### config.mk
export PLATFORM = sky130hd
export DESIGN_NAME = instr_sequencer
export DESIGN_NICKNAME = d
export VERILOG_FILES = /design/src/rtl/instr_sequencer.sv
export SDC_FILE = /design/constraint.sdc
export NUM_CORES = 1
export LEC_CHECK = 0
export CAP_MARGIN = 20
export CORE_ASPECT_RATIO = 0.7
export CORE_MARGIN = 4
export CORE_UTILIZATION = 55
export DETAILED_ROUTE_END_ITERATION = 12
export DONT_BUFFER_PORTS = 1
export HOLD_SLACK_MARGIN = 0.06
export MAX_ROUTING_LAYER = met4
export PLACE_DENSITY = 0.79
export SLEW_MARGIN = 20
export SYNTH_ARGS = -nofsm -noshare
export SYNTH_HDL_FRONTEND = slang
export SYNTH_SLANG_ARGS = --single-unit
### constraint.sdc
create_clock -name clk_i -period 1.9 [get_ports clk_i]
set_input_delay 0.19 -clock clk_i [delete_from_list [all_inputs] [get_ports clk_i]]
set_output_delay 0.19 -clock clk_i [all_outputs]
set_load 0.005 [all_outputs]
### src/rtl/instr_sequencer.sv
// Fetch/decode/execute/writeback sequencer for the 8-bit FMAT core.
// Owns PC and IR, runs the instruction and data-memory handshakes, and keeps retire/cycle counters.
module instr_sequencer #(
   parameter logic [7:0] RESET_PC    = 8'h00,
   parameter int         MEM_TIMEOUT = 15,
   parameter int         CNT_W       = 16
) (
   input  logic             clk_i,
   input  logic             rst_n_i,
   input  logic             start_i,
   output logic             instrReq_o,
   output logic [7:0]       instrAddr_o,
   input  logic             instrValid_i,
   input  logic [7:0]       instrData_i,
   output logic [7:0]       instr_o,
   input  logic             halt_i,
   input  logic [1:0]       destination_i,
   input  logic             regfileWriteEnable_i,
   input  logic [7:0]       jumpAddr_i,
   input  logic [7:0]       aluResult_i,
   output logic             dataReq_o,
   input  logic             dataAck_i,
   output logic             regfileWriteStrobe_o,
   output logic [7:0]       pc_o,
   output logic             busy_o,
   output logic             halted_o,
   output logic             fault_o,
   output logic [CNT_W-1:0] instrCount_o,
   output logic [CNT_W-1:0] cycleCount_o
);

   typedef enum logic [2:0] {
      S_IDLE, S_FETCH, S_DECODE, S_EXECUTE, S_MEM, S_WRITEBACK, S_HALTED, S_FAULT
   } state_t;

   localparam logic [7:0]       TMO_LIM  = 8'(MEM_TIMEOUT);
   localparam logic [CNT_W-1:0] CNT_MAX  = {CNT_W{1'b1}};
   localparam logic [1:0]       DEST_MEM = 2'd2;

   state_t     state;
   state_t     state_d;
   logic [7:0] tmo;
   logic       mem_expire;
   logic       jump_taken;
   logic       unused_alu;

   // Only bit 0 of the ALU result carries the JUMPIF condition.
   assign unused_alu  = ^aluResult_i[7:1];
   assign mem_expire  = (tmo + 8'd1) == TMO_LIM;
   assign jump_taken  = (instr_o[7:4] == 4'hF) && aluResult_i[0];
   assign instrAddr_o = pc_o;
   assign regfileWriteStrobe_o = (state == S_WRITEBACK) && regfileWriteEnable_i;

   always_comb begin
      state_d = state;
      case (state)
         S_IDLE, S_HALTED, S_FAULT: if (start_i) state_d = S_FETCH;
         S_FETCH:    if (instrValid_i) state_d = S_DECODE;
         S_DECODE:   state_d = S_EXECUTE;
         S_EXECUTE: begin
            if (halt_i)                           state_d = S_HALTED;
            else if (destination_i == DEST_MEM)   state_d = S_MEM;
            else                                  state_d = S_WRITEBACK;
         end
         // An acknowledge on the expiry cycle still wins over the timeout.
         S_MEM: begin
            if (dataAck_i)       state_d = S_WRITEBACK;
            else if (mem_expire) state_d = S_FAULT;
         end
         S_WRITEBACK: state_d = S_FETCH;
         default:     state_d = S_IDLE;
      endcase
   end

   // Status outputs are registered from the next state so they line up with it.
   always_ff @(posedge clk_i) begin
      if (!rst_n_i) begin
         state        <= S_IDLE;
         pc_o         <= RESET_PC;
         instr_o      <= 8'h00;
         tmo          <= 8'h00;
         instrCount_o <= '0;
         cycleCount_o <= '0;
         instrReq_o   <= 1'b0;
         dataReq_o    <= 1'b0;
         busy_o       <= 1'b0;
         halted_o     <= 1'b0;
         fault_o      <= 1'b0;
      end else begin
         state      <= state_d;
         instrReq_o <= (state_d == S_FETCH);
         dataReq_o  <= (state_d == S_MEM);
         busy_o     <= (state_d inside {S_FETCH, S_DECODE, S_EXECUTE, S_MEM, S_WRITEBACK});
         halted_o   <= (state_d == S_HALTED);
         fault_o    <= (state_d == S_FAULT);

         if (busy_o && (cycleCount_o != CNT_MAX))
            cycleCount_o <= cycleCount_o + 1'b1;

         case (state)
            S_IDLE, S_HALTED, S_FAULT: begin
               if (start_i) begin
                  pc_o         <= RESET_PC;
                  instrCount_o <= '0;
                  cycleCount_o <= '0;
               end
            end
            S_FETCH: if (instrValid_i) instr_o <= instrData_i;
            S_EXECUTE: begin
               tmo <= 8'h00;
               if (halt_i && (instrCount_o != CNT_MAX))
                  instrCount_o <= instrCount_o + 1'b1;
            end
            S_MEM: if (!dataAck_i) tmo <= tmo + 8'd1;
            S_WRITEBACK: begin
               if (instrCount_o != CNT_MAX)
                  instrCount_o <= instrCount_o + 1'b1;
               pc_o <= jump_taken ? jumpAddr_i : pc_o + 8'd1;
            end
            default: ;
         endcase
      end
   end

endmodule

==> Yosys cells after proc, flatten, opt, wreduce, memory -nomap -nowiden <==
Index checks and enable logic that the tools add are counted.
{ "word_totals": {"ff_bits": 64, "out_inout_bits": 62, "elab_cells": 71} }
{ "op_classes": {"muxes": 19, "eq_ne": 23, "addsub": 4, "reduce_logical": 14} }
{ "op_table": {"columns": ["operator", "count"], "rows": [
  ["$mux W16", 6],
  ["$pmux W16 S3", 1],
  ["$add A16 B1 Y16 const B", 2],
  ["$ne A16 B16 Y1 const B", 2],
  ["$pmux W8 S2", 2],
  ["$eq A3 B3 Y1 const B", 8],
  ["$mux W8", 3],
  ["$pmux W3 S6", 1],
  ["$add A8 B1 Y8 const B", 2],
  ["$eq A3 B2 Y1 const B", 4],
  ["$mux W3", 4],
  ["$eq A8 B4 Y1 const B", 1],
  ["$eq A3 B1 Y1 const B", 2],
  ["$ne A2 B2 Y1 const B", 3],
  ["$reduce_and A2 Y1", 3],
  ["$reduce_bool A5 Y1", 1],
  ["$eq A4 B4 Y1 const B", 1],
  ["$logic_and A1 B1 Y1", 4],
  ["$reduce_and A4 Y1", 1],
  ["$reduce_bool A2 Y1", 2],
  ["$logic_not A3 Y1", 1],
  ["$reduce_bool A3 Y1", 1],
  ["$reduce_or A3 Y1", 1],
  ["$eq A2 B2 Y1 const B", 1],
  ["other kinds (3)", 3]
]} }

==> Depth between registers and ports, before layout <==
{ "depth": {"ltp_word": 7, "ltp_mapped": 8, "depth_no_buf": 6} }

==> Worst setup path before layout <==
Ideal clock, no wire load.
{ "synth_path": {"path_kind": "register to register", "from": "reg instrCount_o[0]", "to": "reg instrCount_o[8]", "required_time_ns": 1.785, "stages_incl_launch_ff": 9, "arrival_time_ns": 1.989, "slack_ns": -0.203, "setup_ns": 0.115, "path_buffers": 2, "path_cell_list": "dfxtp_1 ha_1 nand4_1 or4_1 a21oi_2 buf_6 buf_4 nor4_1 o21a_1"} }
{ "synth_via": {"elab_chain_cells": 4, "elab_cells_between_ends": 9, "classes_between": "add/sub: 1; eq/ne: 3; mux: 3; reduce/logical: 2"} }
{ "synth_lines": {"columns": ["element", "line_no", "text"], "rows": [
  ["start, declared", "28", "output logic [CNT_W-1:0] instrCount_o,"],
  ["start signal, assigned", "112", "instrCount_o <= instrCount_o + 1'b1;"],
  ["start signal, assigned", "117", "instrCount_o <= instrCount_o + 1'b1;"],
  ["branches (longest 4 deep; another with $add A16 B1 Y16)", null, null]
]} }
Parallel ways; which one is timed is not known. The select of a mux whose other input is x is not followed.
A chain may end at the register's enable or synchronous reset.

==> Worst setup path after layout <==
{ "layout_path": {"from": "reg state[0]", "to": "reg instrCount_o[9]"} }
{ "layout_via": {"elab_chain_cells": 4, "elab_cells_between_ends": 12, "classes_between": "eq/ne: 7; mux: 1; reduce/logical: 4"} }
{ "layout_lines": {"columns": ["element", "line_no", "text"], "rows": [
  ["start, declared", "40", "state_t state;"],
  ["start signal, assigned", "90", "state <= state_d;"],
  ["$eq A3 B3 Y1 or $logic_not A3 Y1 (tied branches)", "100", "case (state)"],
  ["$reduce_or A3 Y1", "100", null],
  ["$ne A2 B2 Y1 (no source line) or $reduce_bool A3 Y1 (tied branches)", null, null],
  ["$reduce_and A4 Y1 (no source line)", null, null]
]} }
Parallel ways exist; a longest one is shown, timed or not.

==> impl_metrics.py <==
metrics = {
    "power": {
        "power_frac_seq_pct": 47.1,
        "pwr-share-clk_pct": 40.4,
        "p_int_uw": 2200,
        "swShare_pct": 26.6,
        "peakVddDrop_v": 0.000469,
        "p_sw_uw": 798,
        "leakagePower_uw": 0.00150,
        "power_density_nw_per_um2": 730,
        "p_comb_share_pct": 12.5,
    },
    "place": {
        "place.gp.congestion": 0.848,
        "hpwl_mm": 6.19,
        "io_buffer_count": 0,
    },
    "setup_path": {
        "r2r_end": "instrCount_o[9]",
        "max_stage_delay_ns": 0.56,
        "slowest_stage": "or4b_4",
        "r2r-start": "state[0]",
        "crit_chain": "or4b_4 -> nand4_4 -> a21oi_4 -> buf_12 -> or4_4 -> a21oi_2",
        "critPathRequiredTime_ns": 2.18,
        "critPathKind": "flop to flop",
        "crit_arrival_ns": 2.21,
        "ff2ff_setup_slack_ns": -0.03,
        "setup.worst_path.start_class": "flop",
        "worstSetupEndpointType": "flop",
        "crit_fanout": 19,
        "worstRegToRegCells": 6,
        "cp_top_family": "simple AND/OR/NAND/NOR gates",
        "worst-path-buf-inv": 1,
    },
    "timing": {
        "layout_min_cycle_time_ns": 1.93,
        "hold_ws_ns": 0.0601,
        "rsz0062_at_grt": "true",
        "worstMarginPinSlew_ns": 0.929,
        "drv_slew": 0,
        "hold_viol_final": 0,
        "timing.slew.headroom_pct": 37.9,
        "setup_ws_ns": -0.0289,
        "fin_setup_tns_ns": -0.0660,
        "fmax_ghz": 0.518,
        "finalClockSkew_ns": 0.0123,
        "setup_violations": 4,
        "fin_crit_sh_pct": 102,
    },
    "synthesis": {
        "synthesis.area_um2": 3390,
        "synth_nets": 434,
        "ys_top_cells_by_area": "dfxtp_1 38%, mux2i_1 3.8%, nand2_1 3.4%",
        "yosysTopAreaCell": "dfxtp_1",
        "synth_flop_cell": "dfxtp_1",
        "async_flop_share_pct": 0,
        "ys_seq_area_share_pct": 37.8,
        "synth_cells": 396,
        "syn_avg_cell_area_um2": 8.56,
        "ys_types": 58,
        "yosys_warnings": 0,
        "synth_seq_cells": 64,
        "yosys.area.top_type_share_pct": 37.8,
        "synth-edff-count": 0,
    },
    "grt": {
        "grt_overflow": 0,
        "track_usage_pct": 25.1,
        "grt_pass1_vias": 3050,
        "grt_start_max_net_pins": 30,
        "grt_pass1_wl_mm": 14.5,
        "antenna_found_initial": 0,
    },
    "outcome": {
        "status": "finished, violations left",
        "violations": "setup timing",
    },
    "routing": {
        "vias_per_cell": 6.11,
        "vias": 3159,
        "drt-initial-drc-count": 208,
        "drt_wl_total_mm": 8.91,
        "drc_errors": 0,
        "wl_per_cell_um": 17.2,
        "firstDrtPassIters": 4,
        "ant_nets": 0,
    },
    "cells_and_area": {
        "layout-drive-gt1-share_pct": 20.4,
        "mostFrequentLayoutCells": "56 x dfxtp_1, 44 x buf_4, 30 x nand2_1",
        "mostFrequentLayoutCell": "dfxtp_1",
        "nets": 475,
        "multiInputGateArea_um2": 2030,
        "fill_cells": 441,
        "seqCellArea_um2": 1290,
        "diodes": 0,
        "area_delta_synth_final_pct": 21.2,
    },
    "die": {
        "die_area_um2": 7500,
        "row_count": 23,
        "io_pins": 95,
        "die_h_um": 73.7,
        "fp.dieW_um": 102,
        "start_util_pct": 58.0,
        "fp.coreArea_um2": 5840,
    },
    "hold_path": {
        "holdPathStages": 2,
        "hold_end": "instrAddr_o[7]",
        "worstHoldStart": "jumpAddr_i[7]",
        "worstHoldPathType": "input pin to flop",
    },
    "run": {
        "drv_cap": 0,
    },
    "clock_network": {
        "cts.htree.levels": 3,
        "path_clk_slew_ns": 0.08,
        "cts_tree": "done",
        "cts_root_buffer": "clkbuf_8",
        "clk_latency_ns": 0.35,
        "clockBufferDepth": 2,
        "cts_sinks": 64,
        "numCtsBuffers": 9,
    },
}
-- cell usage after synthesis, types with 8 or more instances --
| library cell | count |
|---|---|
| nor3_1 | 12 |
| mux2i_1 | 13 |
| a21oi_1 | 22 |
| xor2_1 | 13 |
| dfxtp_1 | 64 |
| nor2_1 | 26 |
| nand3_1 | 23 |
| and4_1 | 8 |
| and2_1 | 9 |
| buf_4 | 9 |
| and3_1 | 13 |
| clkbuf_1 | 13 |
| nand2_1 | 31 |
| o21ai_1 | 12 |
| nor2b_1 | 18 |
| nand4_1 | 9 |
-- worst reg2reg max path, cell delays in order (launching register included) --
cell and delay, ns:
dfxtp_4 0.36, or4b_4 0.56, nand4_4 0.11, a21oi_4 0.07
buf_12 0.15, or4_4 0.49, a21oi_2 0.13
-- logic make-up (layout without fill, tap and decap cells) --
logic type	after synthesis	count (layout)	share of synthesized area (%)
buffers and inverters	31	77	4.80
xor gates and xnor gates	19	19	4.91
DFF	64	64	37.8
muxes	14	14	4.17
adders and majority gates	5	5	1.85
AOI/OAI and AO/OA	75	75	14.5
and+or+nand+nor	188	188	31.9
-- layer usage --
| metal | part of all wire [%] | global-route usage, % | vias to the layer above |
|---|---|---|---|
| li1 | - | - | 1526 |
| met4 | 2.0 | 8.44 | 0 |
| met5 | 0 | - | - |
| met1 | 44 | 31.2 | 1495 |
| met2 | 47 | 39.5 | 117 |
| met3 | 7.3 | 7.31 | 21 |
-- flip-flops by register name, indices dropped and copies added (netlist names) --
register / cells
instrReq_o: 1
dataReq_o: 1
state: 3
fault_o: 1
cycleCount_o: 16
busy_o: 1
instrCount_o: 16
instrAddr_o: 8
tmo: 8
halted_o: 1
instr_o: 8
-- power groups by stage --
stage                     clock network, µW  logic (µW)  registers (µW)
after floorplan                           0         212            1430
after global placement                    0         301            1440
after detailed placement                  0         312            1440
final                                  1210         375            1410
after CTS                              1220         355            1410
after global routing                   1280         407            1410
-- how the worst max path moves through the flow --
stage / startpoint / end / cells after the start
floorplan: instrCount_o[5] / instrCount_o[8] / 7
global placement: state[1] / instrCount_o[7] / 6
detailed placement: state[1] / instrCount_o[9] / 6
CTS: state[0] / instrCount_o[9] / 6
global route: instrCount_o[1] / instrCount_o[2] / 8
finish: state[0] / instrCount_o[9] / 6
-- cell type report --
class | count | area share [%]
Clock buffer | 10 | 3.35
Multi-Input combinational cell | 301 | 49.3
Timing Repair Buffer | 57 | 11.5
Sequential cell | 64 | 31.5
Clock inverter | 6 | 1.68
Inverter | 4 | 0.366
Tap cell | 75 | 2.28
-- what timing repair did --
item | 4_1_cts | 5_1_grt
endpoints found under the hold margin | 28 | 0
gates resized for setup | 9 | 12
pin swaps | 4 | 3
setup buffers | 2 | 1
hold buffers | 10 | 0
endpoints found under the setup margin | 4 | 38
-- metrics by stage --
| stage | power [µW] | std cells | setup slack [ns] | instance area [µm²] | utilization (%) |
|---|---|---|---|---|---|
| 2_1_floorplan | 1640 | 396 | 0.0271 | 3410 | - |
| 6_report | 3000 | 517 | -0.0289 | 4110 | 70.3 |
| 3_5_place_dp | 1750 | 488 | -0.111 | 3700 | 63.4 |
| 4_1_cts | 2990 | 516 | -0.0110 | 4060 | 69.4 |
| 3_3_place_gp | 1740 | 488 | -0.0100 | 3700 | 63.4 |
| 5_1_grt | 3110 | 517 | -0.136 | 4110 | 70.3 |
Power figures use the tool's default switching activity.
